File: src/rtl/seg7_pkg.sv
// seg7_pkg: slot-state enum, hex font table and segment bit indices for the seven-segment scan driver.
package seg7_pkg;
  typedef enum logic {BLANK, ON} slot_state_t;
  localparam int SEG_A = 0;
  localparam int SEG_B = 1;
  localparam int SEG_C = 2;
  localparam int SEG_D = 3;
  localparam int SEG_E = 4;
  localparam int SEG_F = 5;
  localparam int SEG_G = 6;
  localparam logic [6:0] HEX_FONT [16] = '{
    7'h3F, 7'h06, 7'h5B, 7'h4F, 7'h66, 7'h6D, 7'h7D, 7'h07,
    7'h7F, 7'h6F, 7'h77, 7'h7C, 7'h39, 7'h5E, 7'h79, 7'h71
  };
endpackage

File: src/rtl/seg7_scan_driver_hex.sv
// hex_to_seg7: combinational hex nibble to active-high seven-segment font lookup.
module hex_to_seg7
  import seg7_pkg::*;
(
  input  logic [3:0] i_hex,
  output logic [6:0] o_seg
);
  assign o_seg = HEX_FONT[i_hex];
endmodule

File: src/rtl/seg7_scan_driver.sv
// seg7_scan_driver: multiplexed seven-segment scanner with frame-boundary double buffering.
// Define SEG7_LZ_BLANK_EN to suppress leading-zero digits (digit 0 always shown).
module seg7_scan_driver
  import seg7_pkg::*;
#(
  parameter int DIGITS       = 6,
  parameter int SCAN_DIV     = 1024,
  parameter int BLANK_CYCLES = 16,
  parameter int ACTIVE_LOW   = 1
) (
  input  logic                  clk,
  input  logic                  rst,
  input  logic [4*DIGITS-1:0]   disp,
  input  logic                  dispValid,
  output logic [6:0]            seg,
  output logic [DIGITS-1:0]     dig_en,
  output logic                  frame_done
);
  localparam int SW = $clog2(SCAN_DIV);
  localparam int IW = (DIGITS > 1) ? $clog2(DIGITS) : 1;
  localparam logic INV = (ACTIVE_LOW != 0);
  logic [SW-1:0]       r_slot, w_slot_nxt;
  logic [IW-1:0]       r_idx, w_idx_nxt;
  logic [4*DIGITS-1:0] r_pending, r_active, w_active_nxt;
  slot_state_t         r_state, w_state_nxt;
  logic                w_slot_end, w_wrap;
  logic [3:0]          w_nib;
  logic [6:0]          w_seg;
  logic [DIGITS-1:0]   w_show, w_dig;
  assign w_slot_end = r_slot == SW'(SCAN_DIV - 1);
  assign w_wrap     = w_slot_end && r_idx == IW'(DIGITS - 1);
  // Outputs are registered from next-state values so pins line up with the counters.
  always_comb begin
    w_slot_nxt   = w_slot_end ? '0 : r_slot + SW'(1);
    w_idx_nxt    = w_wrap ? '0 : w_slot_end ? r_idx + IW'(1) : r_idx;
    w_active_nxt = w_wrap ? (dispValid ? disp : r_pending) : r_active;
    w_state_nxt  = w_slot_end ? ((BLANK_CYCLES == 0) ? ON : BLANK)
                 : (r_state == BLANK && w_slot_nxt >= SW'(BLANK_CYCLES)) ? ON : r_state;
    w_nib        = 4'(w_active_nxt >> (4 * w_idx_nxt));
    w_dig        = (w_state_nxt == ON) ? ((DIGITS'(1) << w_idx_nxt) & w_show) : '0;
  end
`ifdef SEG7_LZ_BLANK_EN
  genvar i;
  for (i = 0; i < DIGITS; i++) begin : g_lz
    if (i == 0) begin : g_d0
      assign w_show[i] = 1'b1;
    end else begin : g_dn
      assign w_show[i] = |w_active_nxt[4*DIGITS-1:4*i];
    end
  end
`else
  assign w_show = '1;
`endif
  hex_to_seg7 u_font (
    .i_hex (w_nib),
    .o_seg (w_seg)
  );
  always_ff @(posedge clk or posedge rst) begin
    if (rst) begin
      r_state    <= BLANK;
      r_slot     <= '0;
      r_idx      <= '0;
      r_pending  <= '0;
      r_active   <= '0;
      seg        <= {7{INV}};
      dig_en     <= {DIGITS{INV}};
      frame_done <= 1'b0;
    end else begin
      r_state    <= w_state_nxt;
      r_slot     <= w_slot_nxt;
      r_idx      <= w_idx_nxt;
      r_active   <= w_active_nxt;
      if (dispValid) r_pending <= disp;
      seg        <= w_seg ^ {7{INV}};
      dig_en     <= w_dig ^ {DIGITS{INV}};
      frame_done <= w_slot_nxt == SW'(SCAN_DIV - 1) && w_idx_nxt == IW'(DIGITS - 1);
    end
  end
endmodule
File: config.mk
export PLATFORM = sky130hd
export DESIGN_NAME = seg7_scan_driver
export DESIGN_NICKNAME = d
export VERILOG_FILES = /design/src/rtl/seg7_pkg.sv /design/src/rtl/seg7_scan_driver_hex.sv /design/src/rtl/seg7_scan_driver.sv
export SDC_FILE = /design/constraint.sdc
export NUM_CORES = 1
export LEC_CHECK = 0
export BUFFER_PORTS_ARGS = -buffer_cell sky130_fd_sc_hd__buf_2
export CAP_MARGIN = 0
export CELL_PAD_IN_SITES_DETAIL_PLACEMENT = 0
export CELL_PAD_IN_SITES_GLOBAL_PLACEMENT = 1
export CORE_UTILIZATION = 40
export CTS_CLUSTER_DIAMETER = 50
export DETAILED_ROUTE_END_ITERATION = 8
export PLACE_DENSITY_LB_ADDON = 0.1
export REMOVE_ABC_BUFFERS = 1
export SETUP_SLACK_MARGIN = 0.4
export SLEW_MARGIN = 20
export SYNTH_ARGS = -nofsm -noshare
export SYNTH_HDL_FRONTEND = slang
export SYNTH_SLANG_ARGS = --single-unit
File: constraint.sdc
create_clock -name clk -period 3.55 [get_ports clk]
set_input_delay 0.5325 -clock clk [delete_from_list [all_inputs] [get_ports clk]]
set_output_delay 0.5325 -clock clk [all_outputs]
set_load 0.02 [all_outputs]
==> impl_summary.txt, run 1 <==
----------------------------------------------------
[Status]
  Result of the run ... finished, final reports clean

[Setup path]
  Logic depth of the worst register-to-register path ... 13
  CP peak stage delay ... 0.42 ns
  Crit Path Category ... flip-flop to flip-flop
  Capture point of the worst reg-to-reg path ... seg[6]$_DFF_PP1_
  Startpoint of the worst-slack reg-to-reg timing path ... r_idx[1]$_DFF_PP0_
  Buffers & Inverters on Critical Path ... 4
  Critical-path cell with the highest stage delay ... sky130_fd_sc_hd__dfrtp_1
  Maximum fanout count along the critical path ... 13
  Critical Path RT ... 3.81 ns
  Critical path's most frequent cell ... sky130_fd_sc_hd__mux2_2
  Type of element launching the critical path ... flip-flop
  Kind of cell adding the most delay to the critical path ... multiplexers
  Crit end category ... flip-flop
  Arrival time reported for the critical path endpoint ... 3.27 ns
  Cell chain of the critical path ... inv_1 -> ha_4 -> nand2_1 -> nor4_4 -> buf_4 -> buf_12 -> clkbuf_16 -> mux2_2 -> mux2_2 -> a22oi_2 -> nand2_4 -> mux2_1 -> o22ai_1
  Flop-to-flop setup slack ... 0.54 ns

[Finish]
  Fillers ... 787
  Antenna diode count ... 0
  Number of non-filler instances in the completed layout ... 429
  Proportion of layout cells with a drive suffix above 1 ... 0.472
  # nets final ... 356
  Synth-to-layout area growth ... 19.1%
  Post-layout instance area ... 4230 um2

[STA]
  Max-slew headroom ... 0.658
  Setup repair after global routing missed its margin ... true
  Worst clock skew ... 0.0113 ns
  Setup violations, final ... 0
  Part of the cycle the worst path needs ... 0.847
  Summed negative setup slack over all endpoints ... 0 ns
  Highest attainable clock frequency ... 0.333 GHz
  Setup slack after layout ... 0.543 ns
  Post-layout min period ... 3.01 ns
  Worst Tran Pin Value ... 0.506 ns
  Number of failing hold endpoints at the final stage ... 0
  Final Max Tran Viols ... 0
  Worst hold slack ... 0.251 ns

[Power and ir drop]
  Register share of total power ... 0.505
  Total power per unit cell area ... 421 nW/um2
  Switching power as a share of total power ... 0.212
  Internal power ... 1400 uW
  Relative contribution of combinational cells to total power ... 0.044
  Switching power of the nets ... 378 uW
  Clock share of power ... 0.451
  Leakage dissipation ... 0.00191 uW
  Maximum resistive drop on vdd ... 0.155 mV

[Clock network]
  TritonCTS sink count ... 76
  Maximum clock path buffer count ... 2
  Clock tree root buffer cell ... sky130_fd_sc_hd__clkbuf_8
  Clock transition at the registers of the reported paths ... 0.08 ns
  Clk_lat worst skew ... 0.34 ns
  Maximum level of the CTS H-tree ... 3
  Clock tree from TritonCTS ... done
  CTS buffer count ... 9

[Min path]
  Worst min path class ... input port to asynchronous set/reset pin

[Synthesis]
  Number of cells produced by synthesis ... 269
  Mapped Area ... 3550 um2
  Part of the Yosys area used for sequential elements ... 0.541
  Flops & latches, synth ... 76
  Mean cell area of the mapped netlist ... 13.2 um2
  Number of library cell types mapped by synthesis ... 52
  Yosys warning count ... 0

[Routing]
  Routed met2 length ... 3030 um
  Avg Vias per Cell ... 5.02
  Wire per inst ... 15.2 um
  Final ANT Viol Nets ... 0
  Detailed-route DRC error count ... 0
  Routed wire length ... 6540 um
  Met3 Routed Length ... 202 um
  Highest signal layer in the routed design ... met4
  Detailed Routing Iterations Pass 1 ... 6
  Initial DRC count ... 76
  Metal1 wirelength ... 3220 um
  Via Count ... 2,155

[Place]
  Final weighted congestion in routability-driven placement ... 0.760
  DPL Wire Length ... 4500 um
  Number of placed cells counting well taps ... 409
  Place WS ... 0.345 ns
  Port Buf Inserts ... 40
  Placed cell areas ... 3860 um2

[Global routing]
  Largest net degree at the start of global routing ... 77
  GRT Resource Usage Total ... 0.158
  Congestion Overflow GR ... 0
  Initial antenna violation count ... 0
  Wire length of the first global-routing pass ... 10,800 um
  Number of global-route vias before repair ... 2,139

[Floorplan]
  Top Ports ... 41
  Die Width ... 96.2 um
  Vertical die dimension ... 96.2 um
  Die area ... 9250 um2
  Initial Utilization ... 0.423
  Row Count ... 33
  Area inside the core boundary ... 8380 um2

[Job]
  Maximum capacitance violations ... 0

----------------------------------------------------
==> power by group through the flow <==
stage	combinational [uW]	clock, uW	sequential, uW
after floorplan	46.1	0	913
after global placement	81.1	0	914
after detailed placement	82.0	0	915
after CTS	82.2	831	898
after global routing	89.7	865	902
final	78.4	803	898
==> cells in the mapped netlist, drive strengths merged <==
cell type | number | area share
dfstp | 13 | 0.096
dfrtp | 63 | 0.44
a211o | 1 | 0.0025
and3 | 2 | 0.0049
a21o | 1 | 0.0021
inv | 16 | 0.017
a211oi | 1 | 0.0035
clkbuf | 3 | 0.0035
o211ai | 1 | 0.0021
nand2 | 17 | 0.019
and4 | 2 | 0.0049
o31ai | 2 | 0.0056
mux2 | 58 | 0.19
or3 | 2 | 0.0053
nor4 | 3 | 0.0095
nor2b | 2 | 0.0035
xor2 | 5 | 0.012
o21ai | 3 | 0.0053
ha | 10 | 0.035
nand3b | 1 | 0.0021
o41ai | 1 | 0.0025
nor3 | 2 | 0.0042
a22oi | 3 | 0.0078
nor2 | 11 | 0.012
o2bb2ai | 2 | 0.0049
a22o | 1 | 0.0025
buf | 7 | 0.020
o22ai | 4 | 0.0071
nor3b | 3 | 0.0078
mux2i | 8 | 0.023
nand3 | 8 | 0.011
nand2b | 1 | 0.0018
xnor2 | 3 | 0.0074
a21oi | 5 | 0.0071
nand4 | 4 | 0.013
==> timing repair <==
| action | in CTS | in global routing |
|---|---|---|
| cloned | 0 | 1 |
| gates resized for setup | 2 | 9 |
| setup endpoints to repair | 3 | 5 |
| setup buffers | 0 | 3 |
| pin swaps | 0 | 4 |
| hold buffers | 0 | 0 |
==> final cells by class <==
cell class,instances,area (um2),share of cell area
multi-input cells,167,1550,0.366
flip-flops and latches,76,1920,0.454
well taps,105,131,0.0311
clock inverters,7,121,0.0287
inverters,16,60.1,0.0142
clock buffers,9,124,0.0293
repair buffers,49,323,0.0764
==> worst reg2reg max path, stage by stage (launching register included) <==
cell and delay [ns]:
sky130_fd_sc_hd__dfrtp_1 0.42, sky130_fd_sc_hd__inv_1 0.10, sky130_fd_sc_hd__ha_4 0.15, sky130_fd_sc_hd__nand2_1 0.10, sky130_fd_sc_hd__nor4_4 0.22, sky130_fd_sc_hd__buf_4 0.18
sky130_fd_sc_hd__buf_12 0.10, sky130_fd_sc_hd__clkbuf_16 0.15, sky130_fd_sc_hd__mux2_2 0.34, sky130_fd_sc_hd__mux2_2 0.28, sky130_fd_sc_hd__a22oi_2 0.22, sky130_fd_sc_hd__nand2_4 0.16
sky130_fd_sc_hd__mux2_1 0.35, sky130_fd_sc_hd__o22ai_1 0.14
==> cell usage in the layout (no fill, tap or decap), types with 2 or more instances in the layout <==
cell | synthesis | final
sky130_fd_sc_hd__dfrtp_1 | 63 | 63
sky130_fd_sc_hd__mux2_2 | 50 | 50
sky130_fd_sc_hd__buf_2 | 2 | 40
sky130_fd_sc_hd__nand2_1 | 16 | 16
sky130_fd_sc_hd__inv_1 | 16 | 14
sky130_fd_sc_hd__dfstp_2 | 13 | 13
sky130_fd_sc_hd__nor2_1 | 11 | 11
sky130_fd_sc_hd__clkbuf_8 | 0 | 9
sky130_fd_sc_hd__nand3_1 | 8 | 8
sky130_fd_sc_hd__mux2i_1 | 8 | 7
sky130_fd_sc_hd__ha_1 | 10 | 7
sky130_fd_sc_hd__a21oi_1 | 5 | 5
sky130_fd_sc_hd__mux2_4 | 5 | 5
sky130_fd_sc_hd__xor2_1 | 5 | 5
sky130_fd_sc_hd__buf_4 | 1 | 5
sky130_fd_sc_hd__o22ai_1 | 4 | 4
sky130_fd_sc_hd__mux2_1 | 3 | 3
sky130_fd_sc_hd__xnor2_1 | 3 | 3
sky130_fd_sc_hd__bufinv_16 | 0 | 3
sky130_fd_sc_hd__buf_12 | 1 | 3
sky130_fd_sc_hd__nand4_4 | 1 | 2
sky130_fd_sc_hd__nor4_1 | 2 | 2
sky130_fd_sc_hd__nor2b_1 | 2 | 2
sky130_fd_sc_hd__inv_2 | 0 | 2
sky130_fd_sc_hd__and4_1 | 2 | 2
sky130_fd_sc_hd__o21ai_0 | 2 | 2
sky130_fd_sc_hd__nand4_1 | 2 | 2
sky130_fd_sc_hd__a22oi_1 | 2 | 2
sky130_fd_sc_hd__nor3b_1 | 2 | 2
sky130_fd_sc_hd__ha_2 | 0 | 2
sky130_fd_sc_hd__inv_6 | 0 | 2
==> kinds of logic after synthesis <==
group	share of synthesized area
xor+xnor	0.0198
simple gates	0.0988
compound gates	0.0529
flops	0.541
fa+ha+maj	0.0353
buf+inv	0.0406
mux	0.212
==> sequential cells by signal (all words and copies together) (netlist names) <==
name	cells
r_active	24
frame_done	1
r_state	1
r_idx	3
seg	7
r_slot	10
dig_en	6
r_pending	24
==> per-layer routing <==
layer	vias up	global-route usage
met5	-	0
met3	8	0.0316
met2	32	0.241
met4	0	0.0709
li1	1050	-
met1	1065	0.218
==> per-stage QoR <==
stage               utilization  total power [uW]
finish                    0.504              1780
global route              0.504              1860
CTS                       0.491              1810
detailed placement        0.460               997
global placement          0.460               995
floorplan                     -               960
==> worst max path at each step <==
stage	cells after the start	slack (ns)	end	startpoint
6_report	13	0.54	seg[6]$_DFF_PP1_	r_idx[1]$_DFF_PP0_
5_1_grt	15	0.40	seg[3]$_DFF_PP1_	r_idx[1]$_DFF_PP0_
4_1_cts	10	0.42	seg[6]$_DFF_PP1_	r_slot[0]$_DFF_PP0_
3_5_place_dp	11	0.34	seg[6]$_DFF_PP1_	r_slot[0]$_DFF_PP0_
3_3_place_gp	11	0.39	seg[6]$_DFF_PP1_	r_slot[0]$_DFF_PP0_
2_1_floorplan	9	0.13	seg[6]$_DFF_PP1_	r_slot[0]$_DFF_PP0_
(Power assumes the default switching activity.)
==> run 2: changes to the inputs <==
--- a/config.mk
+++ b/config.mk
@@ -5,6 +5,7 @@
 export SDC_FILE = /design/constraint.sdc
 export NUM_CORES = 1
 export LEC_CHECK = 0
+export ABC_AREA = 1
 export BUFFER_PORTS_ARGS = -buffer_cell sky130_fd_sc_hd__buf_2
 export CAP_MARGIN = 0
 export CELL_PAD_IN_SITES_DETAIL_PLACEMENT = 0
==> constraint.sdc (replaced) <==
create_clock -name clk -period 3.1 [get_ports clk]
set_input_delay 0.465 -clock clk [delete_from_list [all_inputs] [get_ports clk]]
set_output_delay 0.465 -clock clk [all_outputs]
set_load 0.02 [all_outputs]
==> impl_summary.txt, run 2 <==
----------------------------------------------------
[Setup path]
  Cell chain of the critical path ... ha_2 -> nand2_1 -> nor2_4 -> buf_4 -> buf_12 -> nand4_4 -> buf_4 -> nand2_1 -> nand2_1 -> nand2_1 -> nand3_1 -> nand2_2 -> inv_2 -> ha_2 -> inv_1 -> nand2_1 -> nand3_1 -> nand2_1
  Crit end category ... flip-flop
  Kind of cell adding the most delay to the critical path ... simple AND/OR/NAND/NOR gates
  Crit Path Category ... flip-flop to flip-flop
  Type of element launching the critical path ... flip-flop
  Critical Path RT ... 3.39 ns (-0.42 ns)
  Arrival time reported for the critical path endpoint ... 2.81 ns (-0.46 ns)
  Buffers & Inverters on Critical Path ... 5 (+1)
  Critical-path cell with the highest stage delay ... sky130_fd_sc_hd__dfrtp_1
  Maximum fanout count along the critical path ... 8 (-5)
  CP peak stage delay ... 0.38 ns (-0.04 ns)
  Critical path's most frequent cell ... sky130_fd_sc_hd__nand2_1
  Logic depth of the worst register-to-register path ... 18 (+5)
  Critical path depth in cells ... 18 (+5)

[Global routing]
  Wire length of the first global-routing pass ... 13,400 um (+25%)
  Largest net degree at the start of global routing ... 55 (-29%)
  Initial antenna violation count ... 0 (unchanged)
  Congestion Overflow GR ... 0 (unchanged)
  Number of global-route vias before repair ... 2,759 (+29%)
  GRT Resource Usage Total ... 0.182 (+0.0230)

[Finish]
  Leading cell type in the layout, fill and taps excluded ... sky130_fd_sc_hd__nand2_1
  Most used cells in the layout excluding fill and tap cells ... 115 x sky130_fd_sc_hd__nand2_1, 62 x sky130_fd_sc_hd__dfrtp_1, 50 x sky130_fd_sc_hd__inv_1
  Fillers ... 875 (+11%)
  Multi-input logic area ... 1600 um2 (+3.3%)
  Sequential Area ... 1920 um2 (about the same)
  Post-layout instance area ... 4460 um2 (+5.5%)
  Utilization after layout ... 0.504 (about the same)
  Synth-to-layout area growth ... 20.6%
  Regs by FF count ... r_active (24), r_pending (24), r_slot (10)
  Proportion of layout cells with a drive suffix above 1 ... 0.326 (-0.146)
  # nets final ... 507 (+42%)
  Antenna diode count ... 0 (unchanged)

[Power and ir drop]
  Relative contribution of combinational cells to total power ... 0.049 (+0.005)
  Leakage dissipation ... 0.00235 uW (+23%)
  Switching power as a share of total power ... 0.239 (+0.0271)
  Switching power of the nets ... 436 uW (+16%)
  Register share of total power ... 0.564 (+0.059)
  Internal power ... 1390 uW (-1.1%)
  Maximum resistive drop on vdd ... 0.164 mV (+5.9%)
  Total power per unit cell area ... 409 nW/um2 (-2.9%)
  Clock share of power ... 0.387 (-0.064)

[Routing]
  Initial DRC count ... 125 (+64%)
  Detailed Routing Iterations Pass 1 ... 8 (+2)
  Avg Vias per Cell ... 4.67 (-7.0%)
  Final ANT Viol Nets ... 0 (unchanged)
  Detailed-route DRC error count ... 0 (unchanged)
  Routed wire length ... 7990 um (+22%)
  Via Count ... 2,724 (+26%)
  Wire per inst ... 13.7 um (-10%)

[Floorplan]
  Area inside the core boundary ... 8850 um2 (+5.6%)
  Row Count ... 34 (+3.0%)
  Vertical die dimension ... 98.1 um (+2.0%)
  Top Ports ... 41 (unchanged)
  Die area ... 9630 um2 (+4.1%)
  Initial Utilization ... 0.418 (-0.00535)
  Die Width ... 98.1 um (+2.0%)

[Synthesis]
  Ranking of synthesized cells by area ... sky130_fd_sc_hd__dfrtp_1 43%, sky130_fd_sc_hd__nand2_1 12%, sky130_fd_sc_hd__dfstp_2 9.2%, sky130_fd_sc_hd__inv_1 5.4%, sky130_fd_sc_hd__mux2_2 4.6%
  Mapped Area ... 3700 um2 (+4.2%)
  Post-synth top area cell ... sky130_fd_sc_hd__dfrtp_1
  Proportion of register bits with asynchronous set or reset after synthesis ... 1.00 (unchanged)
  Number of flops mapped to enable cells by yosys ... 0 (unchanged)
  Proportion of netlist area held by the largest area contributor ... 0.426 (-0.0180)
  Mean cell area of the mapped netlist ... 9.20 um2 (-30%)
  Library cell with the highest instance count after synthesis ... sky130_fd_sc_hd__nand2_1
  Commonest cells in the synthesized netlist ... 121 x sky130_fd_sc_hd__nand2_1, 63 x sky130_fd_sc_hd__dfrtp_1, 53 x sky130_fd_sc_hd__inv_1
  Number of library cell types mapped by synthesis ... 35 (-33%)
  Part of the Yosys area used for sequential elements ... 0.519 (-0.0220)
  Yosys warning count ... 0 (unchanged)
  Most used DFF post-synth ... sky130_fd_sc_hd__dfrtp_1
  Flops & latches, synth ... 76 (unchanged)
  Number of cells produced by synthesis ... 402 (+49%)

[STA]
  Final Max Tran Viols ... 0 (unchanged)
  Worst clock skew ... 0.00908 ns (-0.00225 ns)
  Worst Tran Pin Value ... 0.500 ns (-0.00604 ns)
  Setup repair after global routing missed its margin ... true
  Post-layout min period ... 2.52 ns (-0.486 ns)
  Max-slew headroom ... 0.666 (+0.00795)
  Highest attainable clock frequency ... 0.397 GHz (+19%)
  Summed negative setup slack over all endpoints ... 0 ns (unchanged)
  Part of the cycle the worst path needs ... 0.813 (-0.0338)
  Number of failing hold endpoints at the final stage ... 0 (unchanged)
  Setup violations, final ... 0 (unchanged)

[Clock network]
  Maximum clock path buffer count ... 2 (unchanged)
  Hold-fix buffers at CTS ... 0 (unchanged)
  TritonCTS sink count ... 76 (unchanged)
  Clock tree root buffer cell ... sky130_fd_sc_hd__clkbuf_8
  Clk_lat worst skew ... 0.36 ns (+0.02 ns)
  Clock tree from TritonCTS ... done
  Maximum level of the CTS H-tree ... 3 (unchanged)
  CTS buffer count ... 9 (unchanged)
  Clock transition at the registers of the reported paths ... 0.08 ns (about the same)

[Min path]
  Worst min path class ... input port to asynchronous set/reset pin

[Place]
  Final weighted congestion in routability-driven placement ... 0.798 (+5.0%)
  Placed cell areas ... 4040 um2 (+4.7%)
  Port Buf Inserts ... 40 (unchanged)
  DPL Wire Length ... 5150 um (+14%)

[Status]
  Result of the run ... finished, final reports clean

[Job]
  Maximum capacitance violations ... 0 (unchanged)

----------------------------------------------------
==> run 2: cell count changes after synthesis, moves of 5 or more <==
cell                      before  now
sky130_fd_sc_hd__mux2_2       50   15
sky130_fd_sc_hd__nand2_1      16  121
sky130_fd_sc_hd__nor2_1       11   16
sky130_fd_sc_hd__inv_2         0    6
sky130_fd_sc_hd__o21ai_0       2   16
sky130_fd_sc_hd__nand3_1       8   25
sky130_fd_sc_hd__nand2_4       0    6
sky130_fd_sc_hd__mux2_4        5    0
sky130_fd_sc_hd__nand4_1       2    9
sky130_fd_sc_hd__inv_1        16   53
sky130_fd_sc_hd__nand2_2       1    6
sky130_fd_sc_hd__mux2i_1       8    1
==> run 2: final cells by class <==
type / instances / area share
Clock buffer: 11 / 0.0340
Inverter: 60 / 0.0505
Multi-Input combinational cell: 261 / 0.359
Tap cell: 108 / 0.0303
Sequential cell: 76 / 0.430
Clock inverter: 5 / 0.00589
Timing Repair Buffer: 62 / 0.0903
==> run 2: cell families (layout without fill, tap and decap cells) <==
| logic type | after synthesis | in the layout | synth area share |
|---|---|---|---|
| buf+inv | 67 | 138 | 0.0707 |
| simple gates | 203 | 205 | 0.278 |
| compound gates | 26 | 26 | 0.0410 |
| mux | 16 | 16 | 0.0484 |
| xor+xnor | 4 | 4 | 0.00948 |
| fa+ha+maj | 10 | 10 | 0.0338 |
| flops | 76 | 76 | 0.519 |
==> run 2: power groups by stage <==
stage                     clock network, uW  registers [uW]  logic [uW]
after global routing                    762            1030         104
after detailed placement                  0            1050        93.0
after CTS                               720            1030        93.8
after floorplan                           0            1040        52.1
final                                   706            1030        89.6
after global placement                    0            1050        91.5
==> run 2: layer usage <==
metal / track usage / routed length (um) / vias up
met5: 0 / 0 / -
met4: 0.0838 / 159 / 0
met3: 0.0415 / 299 / 14
met2: 0.292 / 3730 / 46
met1: 0.233 / 3800 / 1262
li1: - / - / 1402
==> run 2: final timing paths <==
check	startpoint	to	slack, ns
worst min register to register	r_active[19]$_DFF_PP0_	r_active[19]$_DFF_PP0_	0.48
worst min-delay path	rst	r_pending[2]$_DFF_PP0_	0.12
min in group clk	disp[4]	r_pending[4]$_DFF_PP0_	0.35
worst max register to register	r_slot[1]$_DFF_PP0_	seg[3]$_DFF_PP1_	0.58
worst max-delay path	r_slot[1]$_DFF_PP0_	seg[3]$_DFF_PP1_	0.58
max in group asynchronous	rst	seg[6]$_DFF_PP1_	2.27
==> run 2: through the flow <==
step / setup slack [ns] / cells / hold WS (ns) / power [uW]
after floorplan: 0.671 / 395 / 0.440 / 1100
after global placement: 0.289 / 547 / 0.462 / 1140
after detailed placement: 0.252 / 547 / 0.464 / 1140
after CTS: 0.415 / 570 / 0.128 / 1840
after global routing: 0.370 / 583 / 0.155 / 1900
final: 0.579 / 583 / 0.119 / 1820
==> run 2: worst reg2reg max path, stage by stage (launching register included) <==
cell	delay [ns]
sky130_fd_sc_hd__dfrtp_1	0.38
sky130_fd_sc_hd__ha_2	0.19
sky130_fd_sc_hd__nand2_1	0.08
sky130_fd_sc_hd__nor2_4	0.15
sky130_fd_sc_hd__buf_4	0.15
sky130_fd_sc_hd__buf_12	0.11
sky130_fd_sc_hd__nand4_4	0.22
sky130_fd_sc_hd__buf_4	0.22
sky130_fd_sc_hd__nand2_1	0.05
sky130_fd_sc_hd__nand2_1	0.08
sky130_fd_sc_hd__nand2_1	0.08
sky130_fd_sc_hd__nand3_1	0.08
sky130_fd_sc_hd__nand2_2	0.12
sky130_fd_sc_hd__inv_2	0.06
sky130_fd_sc_hd__ha_2	0.21
sky130_fd_sc_hd__inv_1	0.08
sky130_fd_sc_hd__nand2_1	0.06
sky130_fd_sc_hd__nand3_1	0.07
sky130_fd_sc_hd__nand2_1	0.06
==> run 2: timing repair <==
item	CTS	global route
gates cloned	1	1
gates resized for setup	2	15
endpoints found under the setup margin	7	7
buffers inserted	6	12
pin swaps	3	8
